### src/rtl/xor_rr_arbiter.sv
// Round-robin arbiter sharing one XOR correction stage among NREQ requesters.
// Define XOR_ARB_PARITY_EN to add the registered out_parity output.
module xor_rr_arbiter #(
    parameter int WIDTH = 11,
    parameter int NREQ  = 4
) (
    input  logic                    clk,
    input  logic                    reset,
    input  logic [NREQ-1:0]         req,
    input  logic [NREQ*WIDTH-1:0]   a_bus,
    input  logic [NREQ*WIDTH-1:0]   b_bus,
    output logic [NREQ-1:0]         grant,
    output logic                    out_valid,
    output logic [WIDTH-1:0]        out_data,
    output logic [1:0]              out_id,
`ifdef XOR_ARB_PARITY_EN
    output logic                    out_parity,
`endif
    input  logic                    out_ready
);

    typedef enum logic {
        EMPTY = 1'b0,
        FULL  = 1'b1
    } state_t;

    state_t           state;
    logic [1:0]       ptr;
    logic             can_load;
    logic             found;
    logic [1:0]       win;
    logic [1:0]       nxt_ptr;
    logic [2:0]       idx;
    logic [WIDTH-1:0] result;

    assign out_valid = (state == FULL);

    // Search ptr, ptr+1, ... modulo NREQ; first set request wins.
    always_comb begin
        can_load = (state == EMPTY) || out_ready;
        found    = 1'b0;
        win      = '0;
        idx      = '0;
        for (int k = 0; k < NREQ; k++) begin
            idx = 3'(ptr) + 3'(k);
            if (idx >= 3'(NREQ))
                idx = idx - 3'(NREQ);
            if (!found && req[idx[1:0]]) begin
                found = 1'b1;
                win   = idx[1:0];
            end
        end
        nxt_ptr = (win == 2'(NREQ - 1)) ? 2'd0 : win + 2'd1;
        result  = a_bus[win*WIDTH +: WIDTH] ^ b_bus[win*WIDTH +: WIDTH];
        grant   = '0;
        if (!reset && can_load && found)
            grant = NREQ'(1) << win;
    end

    always_ff @(posedge clk) begin
        if (reset) begin
            state    <= EMPTY;
            ptr      <= '0;
            out_data <= '0;
            out_id   <= '0;
`ifdef XOR_ARB_PARITY_EN
            out_parity <= 1'b0;
`endif
        end else if (can_load) begin
            if (found) begin
                state    <= FULL;
                ptr      <= nxt_ptr;
                out_data <= result;
                out_id   <= win;
`ifdef XOR_ARB_PARITY_EN
                out_parity <= ^result;
`endif
            end else begin
                state <= EMPTY;
            end
        end
    end

endmodule

### config.mk
export PLATFORM = sky130hd
export DESIGN_NAME = xor_rr_arbiter
export DESIGN_NICKNAME = d
export VERILOG_FILES = /design/src/rtl/xor_rr_arbiter.sv
export SDC_FILE = /design/constraint.sdc
export NUM_CORES = 1
export LEC_CHECK = 0
export ABC_AREA = 0
export ABC_CLOCK_PERIOD_IN_PS = 2500
export BUFFER_PORTS_ARGS = -buffer_cell sky130_fd_sc_hd__clkbuf_2
export CAP_MARGIN = 25
export CORE_MARGIN = 10
export CORE_UTILIZATION = 30
export DETAILED_ROUTE_END_ITERATION = 12
export GPL_TIMING_DRIVEN = 0
export MAX_ROUTING_LAYER = met4
export SLEW_MARGIN = 20
export SYNTH_ARGS = -nofsm -noshare
export SYNTH_HDL_FRONTEND = slang
export SYNTH_SLANG_ARGS = --single-unit
export TNS_END_PERCENT = 5
### constraint.sdc
create_clock -name clk -period 2.5 [get_ports clk]
set_input_delay 0.375 -clock clk [delete_from_list [all_inputs] [get_ports clk]]
set_output_delay 0.375 -clock clk [all_outputs]
set_load 0.02 [all_outputs]
**Word-level counts from Yosys, hierarchy flattened**

Index checks and enable logic that the tools add are counted.

- Register bits: 16
- Logic and storage cells: 61
- Input bits: 95

- Bitwise gates (word level): 2
- Equal/unequal tests: 1
- Reductions and logical operators: 11
- Multiplexer cells: 23
- Multipliers: 1
- Shift operators: 3
- Magnitude comparators: 8
- Add/sub/neg operators: 8

Operator list:

| operator | count |
|---|---|
| $shiftx A44 B7 Y11 | 2 |
| $mux W2 | 9 |
| $lt A2 B3 Y1 const B | 4 |
| $xor A11 B11 Y11 | 1 |
| $ge A3 B3 Y1 const B | 3 |
| $mux W1 | 9 |
| $bmux W1 S2 | 4 |
| $sub A2 B1 Y2 const B | 4 |
| $add A2 B2 Y3 const B | 2 |
| $mul A2 B4 Y6 const B | 1 |
| $logic_and A1 B1 Y1 | 5 |
| $logic_not A1 Y1 | 4 |
| $mux W4 | 1 |
| $shl A1 B2 Y4 const A | 1 |
| $add A2 B1 Y3 const B | 1 |
| $ge A2 B3 Y1 const B | 1 |
| $add A2 B1 Y2 const B | 1 |
| $eq A2 B2 Y1 const B | 1 |
| $reduce_and A2 Y1 | 1 |
| $logic_or A1 B1 Y1 | 1 |
| $not A1 Y1 | 1 |

**Longest topological paths before layout**

- Depth after elaboration: 17
- Gate-level depth with buffers: 7
- Mapped depth without buffers: 6

**Worst setup path before layout**

No wires, ideal clock.

- Path type: register to output
- Start: reg state (netlist: out_valid)
- End: out grant[2]
- Slack: 0.578 ns
- Cell stages (with the launch flop): 6
- Required time: 2.125 ns
- Arrival: 1.547 ns
- Cell sequence: dfxtp_1 nor2b_1 nor3_1 o21ai_1 buf_2 nor3_1

- Longest elaborated chain between the ends: 5

RTL lines:

| what | RTL line | RTL |
|---|---|---|
| start, declared | 27 | `state_t state;` |
| start signal, assigned | 62 | `state <= EMPTY;` |
| start signal, assigned | 71 | `state <= FULL;` |
| start signal, assigned | 79 | `state <= EMPTY;` |
| $not A1 Y1 | 40 | `can_load = (state == EMPTY) \|\| out_ready;` |
| $logic_or A1 B1 Y1 | 40 |  |
| $logic_and A1 B1 Y1 (2 in series) | 56 | `if (!reset && can_load && found)` |
| $mux W4 | 56 |  |
| end, declared | 12 | `output logic [NREQ-1:0] grant,` |

Every way passes these cells.

**Final worst setup path**

- Start: reg ptr[1]
- End: out grant[3]

- Longest elaborated chain between the ends: 16
- Elaborated cells between the ends (all ways): 40
- Those cells by class: add/sub (7); order compare (4); shift (1); mux (21); reduce/logical (7)

RTL lines:

| what | RTL line | RTL |
|---|---|---|
| start, declared | 28 | `logic [1:0] ptr;` |
| start signal, assigned | 72 | `ptr <= nxt_ptr;` |
| parallel branches: the longest is 15 deep, another holds $add A2 B1 Y3 | -- |  |
| $mux W4 (*) | 56 |  |

Every way passes the cells marked *. The select of a mux whose other input is x is not followed.

==> impl_summary.log <==
INFO  metric clk_pin_slew_worst_paths = 70 ps
INFO  metric yosys_register_bits = 16
INFO  metric hold_slack = 392 ps
INFO  metric final-setup-viol-count = 0
INFO  metric antenna_found_initial = 0
INFO  metric antenna-diode-count = 0
INFO  metric worstSetupEndpointType = output port
INFO  metric pwr_density_cell = 520 nW/µm²
INFO  metric finalPower = 0.00108 W
INFO  metric finalCritPeriodShare = 93.6%
INFO  metric worst_slew_pin_slew = 540 ps
INFO  metric numnets_final = 378
INFO  metric grt_setup_unrepaired = no
INFO  metric max-cap-violations = 0
INFO  metric route.detailed.wl_per_inst = 15.3 µm
INFO  metric critical_path.top_delay_family = simple AND/OR/NAND/NOR gates
INFO  metric largest_voltage_drop_on_the_vdd_net = 0.186 mV
INFO  metric timing.critical_path.from_type = flip-flop
INFO  metric worst-r2r-setup-slack = 340 ps
INFO  metric cp_slowest_stage_delay = 400 ps
INFO  metric first_global_vias = 1782
INFO  metric totalNegativeSetupSlack = 0 ps
INFO  metric drive_above_1_share = 45.6%
INFO  metric die-width = 87.9 µm
INFO  metric hold_viol_final = 0
INFO  metric criticalPathCategory = flip-flop to output port
INFO  metric worstPathMaxFanout = 10
INFO  metric asyncSetResetFlopFracSynth = 0%
INFO  metric drt_drc_violations_left = 0
INFO  metric ys.flop_type = dfxtp_1
INFO  metric first_iter_violations = 39
INFO  metric grt_pass1_wl = 8100 µm
INFO  metric synth-simple-area-share = 14.2%
INFO  metric grt_remaining_overflow = 0
INFO  metric synth_seq_area_share = 23.2%
INFO  metric timing.rr.start = ptr[1]$_SDFFE_PP0P_
INFO  metric cp_num_buf_inv = 2
INFO  metric post-synth-top-area-cell = dfxtp_1
INFO  metric core.rowCount = 24
INFO  metric dr.pass1.iters = 4
INFO  metric timing.critical_path.required = 2120 ps
INFO  metric start_util = 31.3%
INFO  metric floorplan.core_area = 4410 µm²
INFO  metric synth.cells.most_frequent = xnor2_1, xor2_1, dfxtp_1, a21oi_1
INFO  metric clockBufferDepth = 2
INFO  metric yosys_warnings = 0
INFO  metric grt_max_degree = 11
INFO  metric r2r-end = ptr[0]$_SDFFE_PP0P_
INFO  metric timing.final.crit_period = 2340 ps
INFO  metric route.detailed.vias_per_inst = 4.80
INFO  metric synth_edf_count = 0
INFO  metric synth-adder-area-share = 0.905%
INFO  metric dr_total_vias = 1598
INFO  metric io-pin-count = 113
INFO  metric clock_tree_from_tritoncts = built
INFO  metric post_synth_xor_area_fraction = 27.9%
INFO  metric crit_chain = nand2_1 -> a211oi_2 -> nor2_4 -> buf_4 -> ha_1 -> and2_1 -> clkbuf_2
INFO  metric worst_r2r_path_depth = 7
INFO  metric syn_to_final_growth = 49.6%
INFO  metric clkLatencyLatePin = 250 ps
INFO  metric die_area = 7720 µm²
INFO  metric fmax = 0.427 GHz
INFO  metric drtAntennaViolNets = 0
INFO  metric synth_compound_gate_area_share = 28.0%
INFO  metric crit_start = ptr[1]$_SDFFE_PP0P_
INFO  metric synth_top_family_by_area = compound AO/OA/AOI/OAI gates
INFO  metric grt_util_all_layers = 13.3%
INFO  metric slew_violations = 0
INFO  metric htree_num_levels = 1
INFO  metric postCtsSetupBuffers = 0
INFO  metric number_of_buffers_inserted_during_clock_tree_synthesis = 3
INFO  metric synthesis.area = 1380 µm²
INFO  metric crit_path_end = grant[3]
INFO  metric synth_top_area_share = 23.2%
INFO  metric portBuffers = 112
INFO  metric gp_congestion = 0.764
INFO  metric yosys-mux-area-fraction = 2.17%
INFO  metric wl = 5110 µm
INFO  metric timing.hold.worst.class = input port to flip-flop
INFO  metric post_synth_num_cell_types = 29
INFO  metric cts.sink_count = 16
INFO  metric crit_cells = 7
INFO  metric syn-instance-count = 165
INFO  metric run_status = finished, final reports clean
INFO  metric power.static_leakage = 1.01 nW
INFO  metric synth_top_cells_by_area = dfxtp_1, xnor2_1, xor2_1
INFO  metric clockRootBuffer = clkbuf_8
INFO  metric clock_skew = 2.39 ps
INFO  metric die-height = 87.9 µm
INFO  metric maxSlewHeadroom = 64.0%
INFO  metric dpl.hpwl = 4290 µm
INFO  metric synth.avg_cell_area = 8.38 µm²
INFO  metric critical_path_arrival = 1970 ps
INFO  metric holdBufCountCts = 0
INFO  metric synth_nets = 261
INFO  metric launch_instance_of_the_worst_min_delay_path = reset
INFO  metric cpMaxStageDelayCell = dfxtp_1
where the power goes:
group / switching [W] / leakage, nW / internal, W
Clock: 0.0000920 / 0.0288 / 0.000140
Combinational: 0.000291 / 0.847 / 0.000224
Sequential: 0.0000285 / 0.133 / 0.000301
registers in the layout, summed over array words and instances (netlist names):
signal     count
out_data      11
out_id         2
out_valid      1
ptr            2
layout make-up:
type / count / area (µm²)
Inverter: 1 / 3.75
Clock buffer: 4 / 55.1
Fill cell: 447 / 2350
Buffer: 9 / 47.5
Tap cell: 52 / 65.1
Timing Repair Buffer: 112 / 561
Multi-Input combinational cell: 139 / 1020
Sequential cell: 16 / 320
routing by layer:
metal | vias to the layer above | wire, µm | track usage [%]
met2 | 68 | 2500 | 22.2
met3 | 6 | 387 | 3.06
met1 | 685 | 2160 | 15.5
met5 | - | 0 | -
met4 | 0 | 53 | 3.62
li1 | 839 | - | -
how the worst min path moves through the flow:
stage                               end  slack [ps]  cells after the start
2_1_floorplan       ptr[0]$_SDFFE_PP0P_         440                      1
3_3_place_gp   out_data[7]$_SDFFE_PP0P_         470                      1
3_5_place_dp   out_data[2]$_SDFFE_PP0P_         470                      1
4_1_cts             ptr[1]$_SDFFE_PP0P_         380                      2
5_1_grt             ptr[0]$_SDFFE_PP0P_         400                      2
6_report            ptr[1]$_SDFFE_PP0P_         390                      2
cells in the final DEF, fill, tap and decap left out:
master / count
or4_1: 1
nand2_1: 2
a221o_1: 11
a211oi_1: 11
ha_1: 1
buf_2: 5
xnor2_1: 22
nor2_1: 8
nand2b_1: 1
nor2b_2: 1
o21a_1: 1
o21ai_0: 6
clkbuf_2: 112
mux2i_1: 3
xor2_1: 22
a211o_1: 1
nor3_1: 2
and2_1: 2
a21oi_1: 15
clkbuf_1: 2
inv_1: 1
buf_4: 2
nor2_4: 1
o21ai_1: 9
nor4_4: 1
dfxtp_1: 16
nand3_1: 11
o2bb2ai_2: 1
nor2b_1: 5
a211oi_2: 1
clkbuf_8: 4
per-stage QoR:
stage / util (%) / setup slack, ps / area [µm²] / cells
2_1_floorplan: - / 578 / 1380 / 165
3_3_place_gp: 45.5 / 280 / 2010 / 329
6_report: 46.9 / 159 / 2070 / 333
5_1_grt: 46.9 / 77.3 / 2070 / 333
3_5_place_dp: 45.5 / 237 / 2010 / 329
4_1_cts: 46.7 / 151 / 2060 / 333
cells by family (layout without fill, tap and decap cells):
group,after synthesis,count (layout)
XOR/XNOR,44,44
flip-flops,16,16
multiplexers,3,3
adder cells (fa/ha/maj),1,1
AO/OA/AOI/OAI,56,56
AND/OR/NAND/NOR,35,35
buffers and inverters,10,126
timing repair:
| action | CTS | global route |
|---|---|---|
| gates resized for setup | 0 | 1 |
| setup endpoints to repair | 0 | 1 |
| hold endpoints to repair | 0 | 0 |
(Power assumes the default switching activity.)
